`config.mk`:
```
export PLATFORM = sky130hd
export DESIGN_NAME = shared_reg_arbiter
export DESIGN_NICKNAME = d
export VERILOG_FILES = /design/src/rtl/shared_reg_arbiter.sv
export SDC_FILE = /design/constraint.sdc
export NUM_CORES = 1
export LEC_CHECK = 0
export ABC_AREA = 1
export CORE_MARGIN = 2
export CORE_UTILIZATION = 53
export DETAILED_ROUTE_END_ITERATION = 12
export GPL_ROUTABILITY_DRIVEN = 0
export HOLD_SLACK_MARGIN = 0.08
export PLACE_DENSITY_LB_ADDON = 0.08
export SLEW_MARGIN = 25
export SYNTH_ARGS = -nofsm -noshare
export SYNTH_HDL_FRONTEND = slang
export SYNTH_SLANG_ARGS = --single-unit
export TNS_END_PERCENT = 20
```
`constraint.sdc`:
```
create_clock -name clk -period 4.2 [get_ports clk]
set_input_delay 1.05 -clock clk [delete_from_list [all_inputs] [get_ports clk]]
set_output_delay 1.05 -clock clk [all_outputs]
set_load 0.005 [all_outputs]
```
`src/rtl/shared_reg_arbiter.sv`:
```
// shared_reg_arbiter: round-robin arbiter that owns one enable-gated register,
// performs one write per grant, reads it back and acks the requester.
`default_nettype none

module shared_reg_arbiter #(
    parameter int N = 4,
    parameter int W = 1
) (
    input  logic             clk,
    input  logic             rst,
    input  logic [N-1:0]     req,
    input  logic [N*W-1:0]   wdata,
    output logic [N-1:0]     gnt,
    output logic [N-1:0]     ack,
    output logic [W-1:0]     rdata,
    output logic             err,
    output logic             busy,
    output logic             reg_en,
    output logic [W-1:0]     reg_d,
    input  logic [W-1:0]     reg_q
);

    localparam int             PW   = (N > 1) ? $clog2(N) : 1;
    localparam logic [PW:0]    NUM  = (PW+1)'(N);
    localparam logic [PW-1:0]  LAST = PW'(N - 1);
    localparam logic [N-1:0]   ONE  = N'(1);

    typedef enum logic [1:0] {
        IDLE  = 2'd0,
        WRITE = 2'd1,
        CHECK = 2'd2
    } state_t;

    state_t          state, state_n;
    logic [PW-1:0]   ptr, ptr_n;
    logic [N-1:0]    mask, mask_n;
    logic [N-1:0]    gnt_n, ack_n;
    logic            busy_n, reg_en_n;
    logic [W-1:0]    reg_d_n, wbuf, wbuf_n, hold, hold_n;

    logic [N-1:0]    elig;
    logic            found;
    logic [PW-1:0]   win;
    logic [PW:0]     idx;

    // First eligible requester searching upward from ptr, wrapping at N-1.
    always_comb begin
        elig  = req & ~mask;
        found = 1'b0;
        win   = '0;
        idx   = '0;
        for (int i = 0; i < N; i++) begin
            idx = {1'b0, ptr} + (PW+1)'(i);
            if (idx >= NUM) begin
                idx = idx - NUM;
            end
            if (!found && elig[idx[PW-1:0]]) begin
                found = 1'b1;
                win   = idx[PW-1:0];
            end
        end
    end

    always_comb begin
        state_n  = state;
        ptr_n    = ptr;
        mask_n   = mask;
        gnt_n    = gnt;
        ack_n    = ack;
        busy_n   = busy;
        reg_en_n = reg_en;
        reg_d_n  = reg_d;
        wbuf_n   = wbuf;
        hold_n   = hold;
        case (state)
            IDLE: begin
                mask_n = '0;
                if (found) begin
                    state_n  = WRITE;
                    gnt_n    = ONE << win;
                    reg_en_n = 1'b1;
                    reg_d_n  = wdata[win*W +: W];
                    wbuf_n   = wdata[win*W +: W];
                    ptr_n    = (win == LAST) ? '0 : win + PW'(1);
                    busy_n   = 1'b1;
                end
            end
            WRITE: begin
                state_n  = CHECK;
                gnt_n    = '0;
                reg_en_n = 1'b0;
                ack_n    = gnt;
            end
            CHECK: begin
                state_n = IDLE;
                ack_n   = '0;
                busy_n  = 1'b0;
                // Keep the just-served requester out of the next arbitration only.
                mask_n  = ack;
                hold_n  = reg_q;
            end
            default: begin
                state_n  = IDLE;
                gnt_n    = '0;
                ack_n    = '0;
                busy_n   = 1'b0;
                reg_en_n = 1'b0;
            end
        endcase
    end

    always_ff @(posedge clk) begin
        if (rst) begin
            state  <= IDLE;
            ptr    <= '0;
            mask   <= '0;
            gnt    <= '0;
            ack    <= '0;
            busy   <= 1'b0;
            reg_en <= 1'b0;
            reg_d  <= '0;
            wbuf   <= '0;
            hold   <= '0;
        end else begin
            state  <= state_n;
            ptr    <= ptr_n;
            mask   <= mask_n;
            gnt    <= gnt_n;
            ack    <= ack_n;
            busy   <= busy_n;
            reg_en <= reg_en_n;
            reg_d  <= reg_d_n;
            wbuf   <= wbuf_n;
            hold   <= hold_n;
        end
    end

    // The register only updates at the edge entering CHECK, so the readback
    // is taken straight from its flop output during CHECK and held afterwards.
    assign rdata = (state == CHECK) ? reg_q : hold;
    assign err   = (state == CHECK) && (reg_q != wbuf);

endmodule

`default_nettype wire

```
==> results list, run 1 <==
- The run finished with clean final reports.
- Setup slack on the worst reg-to-reg path comes out at 2.05 ns.
- CP max FO: 3
- Synthesis produced a netlist with a net count of 169.
- Once layout is complete, the utilization of the core stands at 0.709.
- Instance count of the mapped netlist: 154
- The first TritonRoute pass finished after 4 iterations.
- Maximum clock skew at final layout: 0.00653 ns
- The longest clock path from root to sink contains 2 buffers.
- The repair_antennas step left the layout with diodes totalling 0.
* Arrival time of the worst setup path: 2.27 ns
- In this run, post-CTS hold repair placed 0 buffers.
- Leading cell types in the layout, fill and taps excluded: sky130_fd_sc_hd__nand2_1 (33), sky130_fd_sc_hd__inv_1 (24), sky130_fd_sc_hd__clkdlybuf4s50_1 (23)
* Combined area of all synthesized cells: 1120 µm²
* Fraction of final layout cells with drive strength greater than 1: 0.144
- Yosys mapped the design onto 22 distinct sky130hd cell types.
- At the pin with the least slew margin, the transition time is 0.455 ns.
- For this design the ratio of total power to cell area is 639 nW/µm².
- Worst-skew pair later-pin latency: 0.30 ns
- Half-perimeter wire length after detailed placement: 1.93 mm
* Final non-filler cell total: 207
- In the routed design, unresolved DRC markers number 0.
- Total routed wirelength: 2.40 mm
- Relative to the synthesized area, the layout overhead comes to 25.9%.
- Final Hold Vio Count: 0
* Leakage power summed over all cells: 0.000616 µW
- In this run the clock root is driven by a sky130_fd_sc_hd__clkbuf_4.
- The tool flagged a number of max-cap violations equal to 0.
- With fillers left out, the area of the finished cells amounts to 1410 µm².
* Time the worst path needs with I/O delays and setup: 3.32 ns
- TritonCTS clock tree: done
* Peak Freq: 0.301 GHz
- Number of nets still failing antenna checks after routing: 0
- The first global-routing pass estimated 4.15 mm of wire.
- The final number of max-transition violations was 0.
* Unrepaired setup endpoints after global routing: false
* Avg Synthesized Cell Area: 7.25 µm²
- Final layout net count: 196
* Total Die Area: 2490 µm²
- Core footprint: 1980 µm²
- The die is 49.9 µm wide.
- Height of the chip: 49.9 µm
* Total congestion overflow after global routing: 0
- Area after detailed placement: 1370 µm²
- In this run the tightest slew margin relative to its limit is 0.697.
- Number of global-route vias before repair: 1,008
* Commonest non-fill, non-tap cell in the layout: sky130_fd_sc_hd__nand2_1
- Detailed Route Iter0 Violations: 18
- The initial antenna violation count was 0.
- The critical path in this run is classified as in2out.
- The path class of the tightest hold or removal check is reg2reg.
- For this design the top-level I/O count stands at 24.
* Average vias per placed instance: 5.26
- Clock slew seen by the registers of the worst setup and hold paths: 0.10 ns
* Seq cells post-synth: 20
* Vias: 1,089
- VDD IR-drop max: 398 µV
* Wire length per cell after detailed routing: 11.6 µm
* Largest net degree at the start of global routing: 12
- Starting utilization of the core area: 0.563
* Std cell rows: 16
- In the finished design, the share of the clock period the worst path needs comes to 0.792.
- Counting every sink on the clock net gives 20.
- Number of cells in the design after placement: 203
- Overall power of the completed layout: 898 µW
- In the global route stage, overall resource usage came out at 0.211.
- After clock tree synthesis, the repair step resized 0 gates.
- Number of warnings printed during yosys synthesis: 0
- Total Negative Setup Slacks: 0 ns
- Critical path capture point type: output pin
- Total setup buffers inserted after CTS: 0
- Of the synthesized area, sequential elements account for 0.359.
- Number of fill cells: 162
- Final setup vio count: 0
- Startpoint Class: input pin
- Input and output buffers added on the ports amount to 23.
- CTS built an H-tree with a depth of 1.
* Number of buffers added by the clock tree synthesis step: 3
- Critical path data required time: 3.15 ns
[per-layer routing]
metal | wire, µm | global-route usage | share of wire
met1 | 1090 | 0.251 | 0.45
met2 | 1170 | 0.382 | 0.49
met3 | 144 | 0.0606 | 0.060
met4 | 0 | 0.0278 | 0
met5 | 0 | 0 | 0
[flip-flops by register name, indices dropped and copies added (netlist names)]
| name | flops |
|---|---|
| mask | 4 |
| wbuf | 1 |
| gnt | 4 |
| state | 2 |
| ptr | 2 |
| hold | 1 |
| busy | 1 |
| reg_en | 1 |
| ack | 4 |
[worst max-delay path, stage by stage]
cell,delay [ns]
sky130_fd_sc_hd__clkdlybuf4s50_1,0.44
sky130_fd_sc_hd__a21oi_1,0.15
sky130_fd_sc_hd__o21a_1,0.14
sky130_fd_sc_hd__clkdlybuf4s50_1,0.50
[Yosys cell counts, drive strengths merged]
master | count | area share
o21a | 1 | 0.0067
nand2 | 41 | 0.16
buf | 1 | 0.010
inv | 27 | 0.095
o21ai | 7 | 0.031
o22ai | 4 | 0.022
nor2 | 10 | 0.052
o32ai | 4 | 0.031
dfxtp | 20 | 0.36
nand3 | 24 | 0.13
or2 | 1 | 0.0056
ha | 4 | 0.045
a21oi | 8 | 0.036
nand4 | 2 | 0.011
[path summary, 6_finish.rpt]
path / startpoint / to / depth (start not counted)
worst max register to register: ptr[0] / ptr[1] / 10
worst min-delay path: reg_en / reg_en / 2
worst min register to register: reg_en / reg_en / 2
worst max-delay path: reg_q / err / 4
[power breakdown]
part,switching [µW],internal [µW],leakage (µW)
registers,42.1,232,0.000164
logic,312,202,0.000432
clock network,56.9,52.8,0.0000210
total,410,487,0.000616
[area by class of cell]
class	count	area [µm²]	area share
clock buffer	4	36.3	0.0258
inverter	27	106	0.0757
multi-input combinational	106	598	0.426
sequential	20	400	0.285
tap	27	33.8	0.0240
timing repair buffer	23	230	0.164
[logic make-up (layout without fill, tap and decap cells)]
group,count (synthesis),after routing,synth area share
buffers and inverters,28,54,0.105
AOI/OAI and AO/OA,24,24,0.128
adders and majority gates,4,4,0.0448
DFF,20,20,0.359
and+or+nand+nor,78,78,0.363
[per-stage QoR]
stage	hold WS [ns]	setup WS, ns
3_3_place_gp	0.442	0.919
3_5_place_dp	0.450	0.869
5_1_grt	0.504	0.779
4_1_cts	0.466	0.859
2_1_floorplan	0.447	1.85
6_report	0.466	0.875
Note: power is estimated with default switching activity, not from simulation.
==> inputs of run 2 (changes only) <==
Settings changed: CORE_UTILIZATION 53 to 44.
Clock period 4.2 ns to 3 ns, I/O delays scaled along.
==> run 2 against run 1 <==
First-iteration DRC count rose by 50%. Non-clock buffer count did not move. Die area rose by 19%. Flip-flop and latch count did not move. Sequential power rose by 40%. Global-route usage fell by 2.2 points. Wire length rose by 0.50%. Utilization fell by 14 points.
==> results list, run 2 (synthesized netlist as in run 1, its figures left out) <==
* Leading cell types in the layout, fill and taps excluded: sky130_fd_sc_hd__nand2_1 (33), sky130_fd_sc_hd__inv_1 (24), sky130_fd_sc_hd__clkdlybuf4s50_1 (23) (unchanged)
* Average vias per placed instance: 5.02 (was 5.26)
- Commonest non-fill, non-tap cell in the layout: sky130_fd_sc_hd__nand2_1 (unchanged)
- The first-pass detailed-route iteration total came to 4 (unchanged).
- Result of the run: finished clean (unchanged)
- The post-cts gate resize count is 0 (unchanged).
- Vias: 1,049 (was 1,089)
* Power density of the placed cells: 874 nW/µm² (was 639 nW/µm²)
- Number of nets still failing antenna checks after routing: 0 (unchanged)
* Antenna diode instance count: 0 (unchanged)
- Total Die Area: 2960 µm² (was 2490 µm²)
- Detailed Route Iter0 Violations: 27 (was 18)
- Unrepaired setup endpoints after global routing: false (unchanged).
- The worst endpoint data arrival time was 1.97 ns (was 2.27 ns).
* Final Cycle Share: 0.906
- The clock latency reported for the late side of the worst-skew pair came to 0.30 ns (about the same).
- The hold buffer count at CTS was 0 (unchanged).
* Area after detailed placement: 1370 µm² (about the same)
* Wire length of the first global-routing pass: 4.07 mm (was 4.15 mm)
- Total routed wirelength: 2.42 mm (was 2.40 mm)
- Max Cap Viol: 0 (unchanged)
* Antenna violations before repair: 0 (unchanged)
* Beginning of the critical path: reg_q (unchanged)
* CP max FO: 3 (unchanged)
* Slew at the pin closest to its max-slew limit: 0.490 ns (was 0.455 ns)
* Category of the most critical setup path: in2out (unchanged)
* Maximum level of the CTS H-tree: 1 (unchanged)
* Total Negative Setup Slacks: 0 ns (unchanged)
- The final number of setup-violating endpoints came to 0 (unchanged).
- Critical path data required time: 2.25 ns (was 3.15 ns)
* Cell area after layout: 1400 µm² (was 1410 µm²)
* Worst slack at placement: 0.257 ns (was 0.869 ns)
* Time the worst path needs with I/O delays and setup: 2.72 ns
- The final number of max-transition violations was 0 (unchanged).
- The number of primary I/O pins was 24 (unchanged).
- The half-perimeter wire length of the detailed placement result was 1.98 mm (was 1.93 mm).
* Final layout net count: 196 (unchanged)
- The TritonCTS clock tree is done (unchanged).
* Total setup buffers inserted after CTS: 0 (unchanged)
* Die width: 54.4 µm (was 49.9 µm)
- Std cell rows: 18 (was 16)
- The number of sinks handled by clock tree synthesis came to 20 (unchanged).
- Height of the chip: 54.4 µm (was 49.9 µm)
* Critical path capture point type: output pin (unchanged)
* Number of global-route vias before repair: 966 (was 1,008)
- Worst min-delay path category: reg2reg (unchanged)
- The largest net degree at the start of global routing is 11 (was 12).
* Quantity of I/O buffers inserted on ports: 23 (unchanged)
- Based on the critical path, the design can be clocked at up to 0.368 GHz.
- Biggest registers after layout: ack (4), gnt (4), mask (4) (unchanged).
* Final setup margin: 0.281 ns (was 0.875 ns)
* Wire length per cell after detailed routing: 11.6 µm (about the same)
* Total congestion overflow after global routing: 0 (unchanged)
* Root buffer cell: sky130_fd_sc_hd__clkbuf_4 (unchanged)
- The clock skew came to 0.00142 ns (was 0.00653 ns).
- Number of fill cells: 229 (was 162)
- The initial standard-cell utilization of the core was 0.459 (was 0.563).
- The maximum buffer depth of the clock tree is 2 (unchanged).
- Core footprint: 2430 µm² (was 1980 µm²)
- Remaining DRCs: 0 (unchanged)
* Number of buffers added by the clock tree synthesis step: 3 (unchanged)
- The worst hold slack came to 0.463 ns (was 0.466 ns).
- The global-route usage over all layers was 0.189 (was 0.211).
* Start point of the worst hold path: reg_en (unchanged)
- The relative slew slack was 0.673 (was 0.697).
- VDD IR-drop max: 601 µV (was 398 µV)
* Worst reg2reg startpoint: ptr[0] (unchanged)
- Layout area overhead: 25.0% (was 25.9%)
- Clock slew seen by the registers of the worst setup and hold paths: 0.11 ns (was 0.10 ns)
- Startpoint Class: input pin (unchanged)
- Leakage power summed over all cells: 0.000609 µW (was 0.000616 µW)
- The hold violation count in the final report came to 0 (unchanged).
- The fraction of layout instances using a drive strength above 1 was 0.140 (was 0.144).
-- run 2: cell count changes in the layout (fill, tap and decap cells not counted) --
| cell | change |
|---|---|
| sky130_fd_sc_hd__clkbuf_8 | -1 |
-- run 2: per-layer routing --
layer / track usage / up-vias / wire (µm)
li1: - / 555 / -
met5: 0 / - / 0
met1: 0.245 / 467 / 1170
met2: 0.289 / 23 / 1080
met4: 0.0750 / 0 / 37
met3: 0.0601 / 4 / 126
-- run 2: final cells by class --
type	instances	area, µm²	share of cell area
multi-input combinational	106	598	0.429
clock buffer	3	22.5	0.0161
sequential	20	400	0.287
inverter	27	106	0.0762
timing repair buffer	23	230	0.165
tap	30	37.5	0.0269
-- run 2: stage by stage --
stage,total power (µW),utilization,cells
floorplan,903,-,154
global placement,1080,0.564,206
detailed placement,1100,0.564,206
CTS,1230,0.574,209
global route,1350,0.574,209
finish,1220,0.574,209
-- run 2: path summary, 6_finish.rpt --
path	endpoint	slack, ns	cells past startpoint
worst min register to register	reg_en	0.46	2
worst min-delay path	reg_en	0.46	2
worst max-delay path	err	0.28	4
worst max register to register	ptr[1]	0.85	10
-- run 2: power by group --
part	total, µW	internal, µW	switching (µW)
sequential	384	325	59.5
combinational	709	280	429
clock	126	46.8	79.1
total	1220	652	567
-- run 2: worst max-delay path: stages --
cell and delay (ns):
sky130_fd_sc_hd__clkdlybuf4s50_1 0.44, sky130_fd_sc_hd__a21oi_1 0.16, sky130_fd_sc_hd__o21a_1 0.13, sky130_fd_sc_hd__clkdlybuf4s50_1 0.49
==> inputs of run 3 (changes only) <==
Settings changed: RECOVER_POWER from default to 100.
==> run 3 against run 2 <==
Setup slack got worse by 0.064 ns. Combinational power fell by 7.5%. Hold slack got worse by 0.0031 ns. Sequential power barely moved. Register-to-register slack got worse by 0.14 ns. First-iteration DRC count rose by 3.7%. Critical path type unchanged.
==> results list, run 3 (synthesized netlist as in run 1, its figures left out) <==
* Result of the run: finished clean (unchanged)
- Hold Path Sink: reg_en (unchanged)
- Power density of the placed cells: 847 nW/µm² (was 874 nW/µm²)
- The hold path startpoint is reg_en (unchanged).
- The worst setup slack after placement is 0.257 ns (unchanged).
* Core footprint: 2430 µm² (unchanged)
- The total length of routed wires was 2.42 mm (about the same).
- Total congestion overflow after global routing: 0 (unchanged)
* Flop2flop setup slack: 0.71 ns (was 0.85 ns)
* CTS-repair resized insts: 0 (unchanged)
* Beginning of the critical path: reg_q (unchanged)
* Maximum level of the CTS H-tree: 1 (unchanged)
- Wire length per cell after detailed routing: 11.6 µm (about the same)
- The cell chosen for the clock root is sky130_fd_sc_hd__clkbuf_4 (unchanged).
* Biggest registers after layout: ack (4), gnt (4), mask (4) (unchanged)
- Layout area overhead: 23.2% (was 25.0%)
- Final Max Slew Viols: 0 (unchanged)
- Critical path data required time: 2.25 ns (about the same)
- Leakage power summed over all cells: 0.000645 µW (was 0.000609 µW)
- Average vias per placed instance: 5.13 (was 5.02)
- The highest net fanout along the worst path is 3 (unchanged).
- The clock skew was 0.00300 ns (was 0.00142 ns).
* Worst-skew pair later-pin latency: 0.30 ns (about the same)
- The floorplan die width came to 54.4 µm (unchanged).
- The relative slew slack was 0.676 (was 0.673).
- The type of the worst setup path was in2out (unchanged).
- Unrepaired setup endpoints after global routing: false (unchanged).
* Clock tree buffer depth: 2 (unchanged)
* Multi-input gate area in the final layout: 578 µm² (was 598 µm²)
* Number of fill cells: 234 (was 229)
- Total Negative Setup Slacks: 0 ns (unchanged)
- Detailed Route Iter0 Violations: 28 (was 27)
- The startpoint of the worst register-to-register path is ptr[0] (unchanged).
- The overall power after layout was 1160 µW (was 1220 µW).
- The worst endpoint data arrival time was 2.03 ns (was 1.97 ns).
- The upper clock frequency limit was 0.359 GHz (was 0.368 GHz).
- Final layout net count: 196 (unchanged)
- The worst hold path cell count is 2 (unchanged).
- Height of the chip: 54.4 µm (unchanged)
- R2R Path End: ptr[1] (unchanged)
- The global-route wire length before repair was 4.07 mm (unchanged).
* Max Cap Viol: 0 (unchanged)
- The initial standard-cell utilization of the core is 0.459 (unchanged).
- The initial antenna violation count is 0 (unchanged).
- The hold violation count in the final report was 0 (unchanged).
- Number of nets still failing antenna checks after routing: 0 (unchanged)
- The hold buffer count at CTS is 0 (unchanged).
- The first-pass detailed-route iteration total was 4 (unchanged).
- The fraction of layout instances using a drive strength above 1 came to 0.112 (was 0.140).
- Final Cycle Share: 0.928 (was 0.906)
* Quantity of I/O buffers inserted on ports: 23 (unchanged)
- GRT Util Overall: 0.189 (unchanged)
- Remaining DRCs: 0 (unchanged)
- Time the worst path needs with I/O delays and setup: 2.78 ns (was 2.72 ns)
* Total setup buffers inserted after CTS: 0 (unchanged)
- I/O pin count: 24 (unchanged)
* Total Die Area: 2960 µm² (unchanged)
- The kind of start point of the critical path is an input pin (unchanged).
* Final setup margin: 0.216 ns (was 0.281 ns)
* Number of global-route vias before repair: 966 (unchanged)
* Slew at the pin closest to its max-slew limit: 0.486 ns (was 0.490 ns)
- The half-perimeter wire length of the detailed placement result was 1.98 mm (unchanged).
* Number of clock sinks: 20 (unchanged)
* Leading cell types in the layout, fill and taps excluded: sky130_fd_sc_hd__nand2_1 (36), sky130_fd_sc_hd__inv_1 (25), sky130_fd_sc_hd__dfxtp_1 (20) (was sky130_fd_sc_hd__nand2_1 (33), sky130_fd_sc_hd__inv_1 (24), sky130_fd_sc_hd__clkdlybuf4s50_1 (23))
- The kind of end point of the critical path is an output pin (unchanged).
- The largest net degree at the start of global routing was 11 (unchanged).
- The total number of placement rows was 18 (unchanged).
- Vias: 1,072 (was 1,049)
* Combined flip-flop and latch cell area: 400 µm² (unchanged)
* Antenna diode instance count: 0 (unchanged)
* VDD IR-drop max: 589 µV (was 601 µV)
- The worst hold-check path type is reg2reg (unchanged).
* Number of buffers added by the clock tree synthesis step: 3 (unchanged)
- The cell depth of the worst flop-to-flop path was 10 (unchanged).
- The commonest non-fill, non-tap cell in the layout was sky130_fd_sc_hd__nand2_1 (unchanged).
- The clock-pin slew reported for the worst setup and hold paths after clock tree synthesis was 0.10 ns (was 0.11 ns).
* TritonCTS clock tree: done (unchanged)
- The final number of setup-violating endpoints was 0 (unchanged).
-- run 3: per-layer routing --
| metal | GRT usage | share of wire | vias to the layer above |
|---|---|---|---|
| li1 | - | - | 555 |
| met1 | 0.245 | 0.47 | 477 |
| met2 | 0.289 | 0.44 | 34 |
| met3 | 0.0601 | 0.067 | 6 |
| met4 | 0.0750 | 0.020 | 0 |
| met5 | 0 | 0 | - |
-- run 3: critical path, cell delays in order --
cell                              delay, ns
sky130_fd_sc_hd__clkdlybuf4s50_1       0.44
sky130_fd_sc_hd__a21oi_1               0.16
sky130_fd_sc_hd__o21a_1                0.13
sky130_fd_sc_hd__dlygate4sd3_1         0.56
-- run 3: power by group --
| part | switching (µW) | internal [µW] | total [µW] |
|---|---|---|---|
| clock | 79.0 | 46.8 | 126 |
| combinational | 406 | 251 | 656 |
| sequential | 58.0 | 325 | 383 |
-- run 3: worst max path at each step --
stage	end
floorplan	ptr[1]
global placement	err
detailed placement	err
CTS	err
global route	err
finish	err
-- run 3: cell type report --
type                    count  area share
multi-input cells         106       0.420
inverters                  27      0.0773
flip-flops and latches     20       0.291
clock buffers               3      0.0164
well taps                  30      0.0273
repair buffers             23       0.167
-- run 3: per-stage QoR --
| step | hold WS (ns) | utilization | area, µm² | cells |
|---|---|---|---|---|
| after floorplan | 0.447 | - | 1120 | 154 |
| after global placement | 0.441 | 0.564 | 1370 | 206 |
| after detailed placement | 0.462 | 0.564 | 1370 | 206 |
| after CTS | 0.476 | 0.574 | 1400 | 209 |
| after global routing | 0.491 | 0.565 | 1380 | 209 |
| final | 0.460 | 0.565 | 1380 | 209 |
